$ cat src/rtl/pattern_scan_ctrl_pkg.sv
// Shared definitions for the pattern-count controller: FSM states and the
// fixed data-memory map (message bytes 0..31, pattern at 32, results 33..35).
package pattern_scan_ctrl_pkg;

  typedef enum logic [2:0] {
    IDLE     = 3'd0,
    LOAD_PAT = 3'd1,
    SCAN     = 3'd2,
    WR_CTB   = 3'd3,
    WR_CTO   = 3'd4,
    WR_CTS   = 3'd5,
    DONE     = 3'd6
  } state_t;

  localparam logic [7:0] PAT_ADDR = 8'd32;
  localparam logic [7:0] CTB_ADDR = 8'd33;
  localparam logic [7:0] CTO_ADDR = 8'd34;
  localparam logic [7:0] CTS_ADDR = 8'd35;
  localparam int         MSG_LEN  = 32;

  // Byte index of the last message byte; the 5-bit index wraps to 0 after it.
  localparam logic [4:0] LAST_INDEX = 5'(MSG_LEN - 1);

endpackage

$ cat src/rtl/pattern_scan_ctrl_window_match.sv
// Combinational matcher for one scanned byte. The 12-bit window is
// {previous_byte[3:0], current_byte[7:0]}. In-byte matches look only at the
// four slices of the current byte; stream matches also include the four
// windows that straddle the previous byte, except for the first byte which has
// no predecessor in the bit stream.
module pattern_window_match
  import pattern_scan_ctrl_pkg::*;
(
  input  logic [11:0] i_window,
  input  logic [4:0]  i_pattern,
  input  logic        i_first,
  output logic [2:0]  o_in_byte_cnt,
  output logic        o_any_in_byte,
  output logic [3:0]  o_stream_cnt
);

  // Count pattern hits at every 5-bit offset k of the window (k = 0..7).
  always_comb begin
    o_in_byte_cnt = 3'd0;
    o_stream_cnt  = 4'd0;
    for (int k = 0; k < 8; k++) begin
      if (i_window[k +: 5] == i_pattern) begin
        if (k < 4) begin
          o_in_byte_cnt = o_in_byte_cnt + 3'd1;
        end
        if ((k < 4) || !i_first) begin
          o_stream_cnt = o_stream_cnt + 4'd1;
        end
      end
    end
  end

  assign o_any_in_byte = (o_in_byte_cnt != 3'd0);

endmodule

$ cat src/rtl/pattern_scan_ctrl.sv
// Pattern-count job sequencer: loads a 5-bit pattern from address 32, scans
// message bytes 0..31 one per cycle, then writes ctb/cto/cts to 33/34/35.
// Memory interface: mem_rd_data is combinational from mem_addr; memory
// captures mem_wr_data at mem_addr on a rising edge where mem_wr_en=1.
// Start handshake: req is level-sampled in IDLE; from DONE a restart needs req
// seen low in DONE and then high. req is ignored while a job is running.
module pattern_scan_ctrl
  import pattern_scan_ctrl_pkg::*;
(
  input  logic       clk,
  input  logic       reset,
  input  logic       req,
  output logic       done,
  output logic [7:0] mem_addr,
  input  logic [7:0] mem_rd_data,
  output logic       mem_wr_en,
  output logic [7:0] mem_wr_data
);

  state_t     r_state;
  state_t     w_next;
  logic [4:0] r_pattern;
  logic [4:0] r_index;
  logic [3:0] r_prev;
  logic [7:0] r_ctb;
  logic [7:0] r_cto;
  logic [7:0] r_cts;
  logic       r_armed;

  logic        w_wr_en;
  logic        w_first;
  logic [11:0] w_window;
  logic [2:0]  w_in_cnt;
  logic        w_any;
  logic [3:0]  w_stream_cnt;

  assign w_first  = (r_index == 5'd0);
  assign w_window = {r_prev, mem_rd_data};

  pattern_window_match u_match (
    .i_window      (w_window),
    .i_pattern     (r_pattern),
    .i_first       (w_first),
    .o_in_byte_cnt (w_in_cnt),
    .o_any_in_byte (w_any),
    .o_stream_cnt  (w_stream_cnt)
  );

  // State register; reset wins over any request in the same cycle.
  always_ff @(posedge clk) begin
    if (reset) begin
      r_state <= IDLE;
    end else begin
      r_state <= w_next;
    end
  end

  // Next-state and Moore outputs per state.
  always_comb begin
    w_next      = r_state;
    done        = 1'b0;
    mem_addr    = 8'd0;
    w_wr_en     = 1'b0;
    mem_wr_data = 8'd0;
    case (r_state)
      IDLE: begin
        if (req) w_next = LOAD_PAT;
      end
      LOAD_PAT: begin
        mem_addr = PAT_ADDR;
        w_next   = SCAN;
      end
      SCAN: begin
        mem_addr = {3'b000, r_index};
        if (r_index == LAST_INDEX) w_next = WR_CTB;
      end
      WR_CTB: begin
        w_wr_en     = 1'b1;
        mem_addr    = CTB_ADDR;
        mem_wr_data = r_ctb;
        w_next      = WR_CTO;
      end
      WR_CTO: begin
        w_wr_en     = 1'b1;
        mem_addr    = CTO_ADDR;
        mem_wr_data = r_cto;
        w_next      = WR_CTS;
      end
      WR_CTS: begin
        w_wr_en     = 1'b1;
        mem_addr    = CTS_ADDR;
        mem_wr_data = r_cts;
        w_next      = DONE;
      end
      DONE: begin
        done = 1'b1;
        if (r_armed && req) w_next = LOAD_PAT;
      end
      default: begin
        w_next = IDLE;
      end
    endcase
  end

  // A reset arriving during a write cycle suppresses that write, so the
  // result locations are never touched at or after the reset edge.
  assign mem_wr_en = w_wr_en & ~reset;

  // Datapath: pattern capture, per-byte counter accumulation, restart arming.
  always_ff @(posedge clk) begin
    if (reset) begin
      r_pattern <= 5'd0;
      r_index   <= 5'd0;
      r_prev    <= 4'd0;
      r_ctb     <= 8'd0;
      r_cto     <= 8'd0;
      r_cts     <= 8'd0;
      r_armed   <= 1'b0;
    end else begin
      case (r_state)
        LOAD_PAT: begin
          r_pattern <= mem_rd_data[4:0];
          r_index   <= 5'd0;
          r_prev    <= 4'd0;
          r_ctb     <= 8'd0;
          r_cto     <= 8'd0;
          r_cts     <= 8'd0;
        end
        SCAN: begin
          r_ctb   <= r_ctb + {5'd0, w_in_cnt};
          r_cto   <= r_cto + {7'd0, w_any};
          r_cts   <= r_cts + {4'd0, w_stream_cnt};
          r_prev  <= mem_rd_data[3:0];
          r_index <= r_index + 5'd1;
        end
        default: begin
        end
      endcase
      // Armed only after req has been observed low while sitting in DONE.
      r_armed <= (r_state == DONE) && (w_next == DONE) && (r_armed || !req);
    end
  end

endmodule

$ cat config.mk
export PLATFORM = sky130hd
export DESIGN_NAME = pattern_scan_ctrl
export DESIGN_NICKNAME = d
export VERILOG_FILES = /design/src/rtl/pattern_scan_ctrl_pkg.sv /design/src/rtl/pattern_scan_ctrl_window_match.sv /design/src/rtl/pattern_scan_ctrl.sv
export SDC_FILE = /design/constraint.sdc
export NUM_CORES = 1
export LEC_CHECK = 0
export ABC_AREA = 1
export BUFFER_PORTS_ARGS = -buffer_cell sky130_fd_sc_hd__buf_2
export CELL_PAD_IN_SITES_DETAIL_PLACEMENT = 1
export CELL_PAD_IN_SITES_GLOBAL_PLACEMENT = 2
export CORE_MARGIN = 2
export CORE_UTILIZATION = 29
export DETAILED_ROUTE_END_ITERATION = 16
export PLACE_DENSITY = 0.83
export SYNTH_ARGS = -nofsm -noshare
export SYNTH_HDL_FRONTEND = slang
export SYNTH_SLANG_ARGS = --single-unit
$ cat constraint.sdc
create_clock -name clk -period 7.4 [get_ports clk]
set_clock_uncertainty 0.2 [all_clocks]
set_input_delay 0.74 -clock clk [delete_from_list [all_inputs] [get_ports clk]]
set_output_delay 0.74 -clock clk [all_outputs]
set_load 0.05 [all_outputs]
==> impl_metrics.json <==
{
  "dp_hpwl_um": 7909,
  "slew_headroom_pct": 61.08,
  "grt_pass1_vias": 3712,
  "vias": 3568,
  "worst_ep_arrival_time_ps": 5890,
  "drtAntennaViolNets": 0,
  "dr.pass1.iters": 4,
  "combPwrFrac_pct": 27.1,
  "path_clk_slew_ps": 70,
  "clockBufferDepth": 2,
  "htree_levels": 2,
  "critPathMaxFanout": 9,
  "overflow": 0,
  "synth_edf_count": 0,
  "p_seq_share_pct": 38.8,
  "power.density_mw_per_mm2": 160.9,
  "cpMaxStageDelayCell": "dfxtp_1",
  "ctsResizeCount": 0,
  "min_period_ps": 5888,
  "avgRoutedWirePerCell_um": 13.96,
  "switching_share_pct": 35.30,
  "synth_cell_type_count": 50,
  "first_iter_violations": 83,
  "hold_viol": 0,
  "syn_inst": 554,
  "nets": 598,
  "dpl-instance-area_mm2": 0.003875,
  "dieArea_mm2": 0.01351,
  "synthFlopType": "dfxtp_1",
  "maxSlewViolCount": 0,
  "portBuffers": 26,
  "startpoint_type": "flop",
  "fmax_mhz": 169.8,
  "ys_seq_area_share_pct": 23.01,
  "setup_viol": 0,
  "intPower_mw": 0.4181,
  "core-area_mm2": 0.01247,
  "synth_area_leaders": "dfxtp_1 (23%), nand2_1 (15%), inv_1 (6.7%)",
  "synth_top_area_share_pct": 23.01,
  "slowest_delay_ps": 670,
  "grt_antenna_before_repair": 0,
  "grt_usage_pct": 16.07,
  "finalCritPeriodShare_pct": 79.57,
  "wl_um": 10320,
  "p_leak_nw": 1.712,
  "ir_worst_vdd_v": 0.00009123,
  "initial_core_util_pct": 29.31,
  "maxCapViolations": 0,
  "endpoint_kind": "flop",
  "finalSetupTns_ps": 0,
  "synth_area_mm2": 0.003654,
  "ios": 29,
  "stdcell_count": 739,
  "outcome": "finished, final reports clean",
  "ys_ff_latch": 42,
  "yosys.area.top_type": "dfxtp_1",
  "final_area_mm2": 0.004018,
  "final.fill_count": 1611,
  "async_reset_ff_share_pct": 0,
  "worstPathRequired_ps": 7400,
  "grt_pass1_wl_um": 17620,
  "tightest_slew_ps": 580.3,
  "drc": 0,
  "clockRootBuffer": "clkbuf_16",
  "dp_cells": 731,
  "yosysWarnings": 0,
  "rsz0062_at_grt": "false",
  "die_x_um": 116.2,
  "avgSynthCellArea_um2": 6.595,
  "reg2reg_depth": 35,
  "cpMostUsedCell": "nand2_1",
  "cts.sinks": 42,
  "hold_depth": 1,
  "row_count": 41,
  "hp-class": "flop to flop",
  "p_clk_share_pct": 34.1,
  "synthToLayoutAreaGrowth_pct": 9.966,
  "cts_setup_buffers": 0,
  "die_h_um": 116.2,
  "worstSetupPathType": "flop to flop",
  "numCtsBuffers": 5,
  "cts_tree": "built",
  "holdBufCountCts": 0,
  "antenna_cells": 0,
  "insertion_delay_ps": 290,
  "place.gp.congestion": 0.8061,
  "via_per_inst": 4.828,
  "grt_max_degree": 44,
  "p_sw_mw": 0.2281,
  "drive_gt1_share_pct": 15.17
}
[power by group through the flow]
stage | Clock, mW | Combinational, mW | Sequential, mW
4_1_cts | 0.224 | 0.178 | 0.251
2_1_floorplan | 0 | 0.155 | 0.242
3_5_place_dp | 0 | 0.177 | 0.256
6_report | 0.220 | 0.175 | 0.251
5_1_grt | 0.238 | 0.199 | 0.252
3_3_place_gp | 0 | 0.174 | 0.256
[cells in the mapped netlist (4+ instances only)]
cell / number
nand2_1: 142
inv_1: 65
nor2_1: 46
dfxtp_1: 42
nand3_1: 42
a21oi_1: 28
a211oi_1: 19
ha_1: 19
clkbuf_1: 13
nand2_2: 13
xnor2_1: 12
nand4_1: 11
o21ai_0: 9
inv_2: 6
nor3_1: 6
xor2_1: 6
buf_6: 5
nor2_2: 5
buf_4: 4
nand2_4: 4
nor4_1: 4
o221ai_1: 4
or2_2: 4
xnor2_2: 4
[registers in the layout (all words and copies together) (netlist names)]
signal	flops
r_prev	4
r_cts	8
r_pattern	5
r_cto	8
r_ctb	8
r_state	3
r_index	5
r_armed	1
[per-stage QoR]
stage | hold WS, ps | total power, mW | utilization (%) | setup slack, ps
after CTS | 271.5 | 0.6533 | 32.23 | 1437
after global routing | 308.0 | 0.6893 | 32.23 | 898.0
after floorplan | 236.4 | 0.3971 | - | 1829
final | 271.7 | 0.6462 | 32.23 | 1512
after global placement | 253.5 | 0.4299 | 31.09 | 1388
after detailed placement | 259.3 | 0.4332 | 31.09 | 1212
[placed cells by master, fill, tap and decap left out, types with 5 or more instances in the layout]
master     netlist  layout
a21oi_1         28      28
inv_2            6       6
nand2_1        142     142
inv_1           65      65
nand4_1         11      11
xnor2_1         12      12
nor2_1          46      45
nand3_1         42      42
a211oi_1        19      19
clkbuf_16        0       5
o21ai_0          9       9
nand2_2         13      13
xor2_1           6       6
buf_2            2      26
dfxtp_1         42      42
nor2_2           5       6
ha_1            19      19
nor3_1           6       6
[critical path, delay by kind of cell (launching register included)]
kind	cells	cell delay [ps]
adders and majority gates	5	1380
buffers and inverters	4	250
AOI/OAI and AO/OA	3	500
xor gates and xnor gates	1	180
DFF	1	670
and+or+nand+nor	22	2570
[cells by family after synthesis]
group                      Yosys count  synth area share (%)
buffers and inverters              101                 12.12
other                                1                0.1026
and+or+nand+nor                    287                 36.47
xor gates and xnor gates            23                 6.849
DFF                                 42                 23.01
AOI/OAI and AO/OA                   79                 13.84
adders and majority gates           21                 7.603
[area by class of cell]
cell class	instances	area, um2	share of cell area, %
well taps	172	215.2	5.357
clock inverters	2	13.76	0.3426
flip-flops and latches	42	840.8	20.93
repair buffers	28	145.1	3.613
inverters	77	297.8	7.412
clock buffers	6	128.9	3.208
multi-input cells	412	2376	59.14
[layer usage]
layer | share of wire [%] | GRT usage, % | wire length (um) | up-vias
met5 | 0 | 0 | 0 | -
met4 | 0.41 | 3.333 | 42 | 0
met3 | 1.6 | 2.387 | 169 | 4
met2 | 49 | 28.26 | 5041 | 32
met1 | 49 | 20.91 | 5067 | 1701
li1 | - | - | - | 1831
[final timing paths]
kind,startpoint,end,slack [ps]
worst max-delay path,r_pattern[2],r_cts[7],1510
worst min-delay path,r_index[3],r_index[3],270
worst max register to register,r_pattern[2],r_cts[7],1510
worst min register to register,r_index[3],r_index[3],270
No activity file was read; power rests on OpenSTA's default activity.
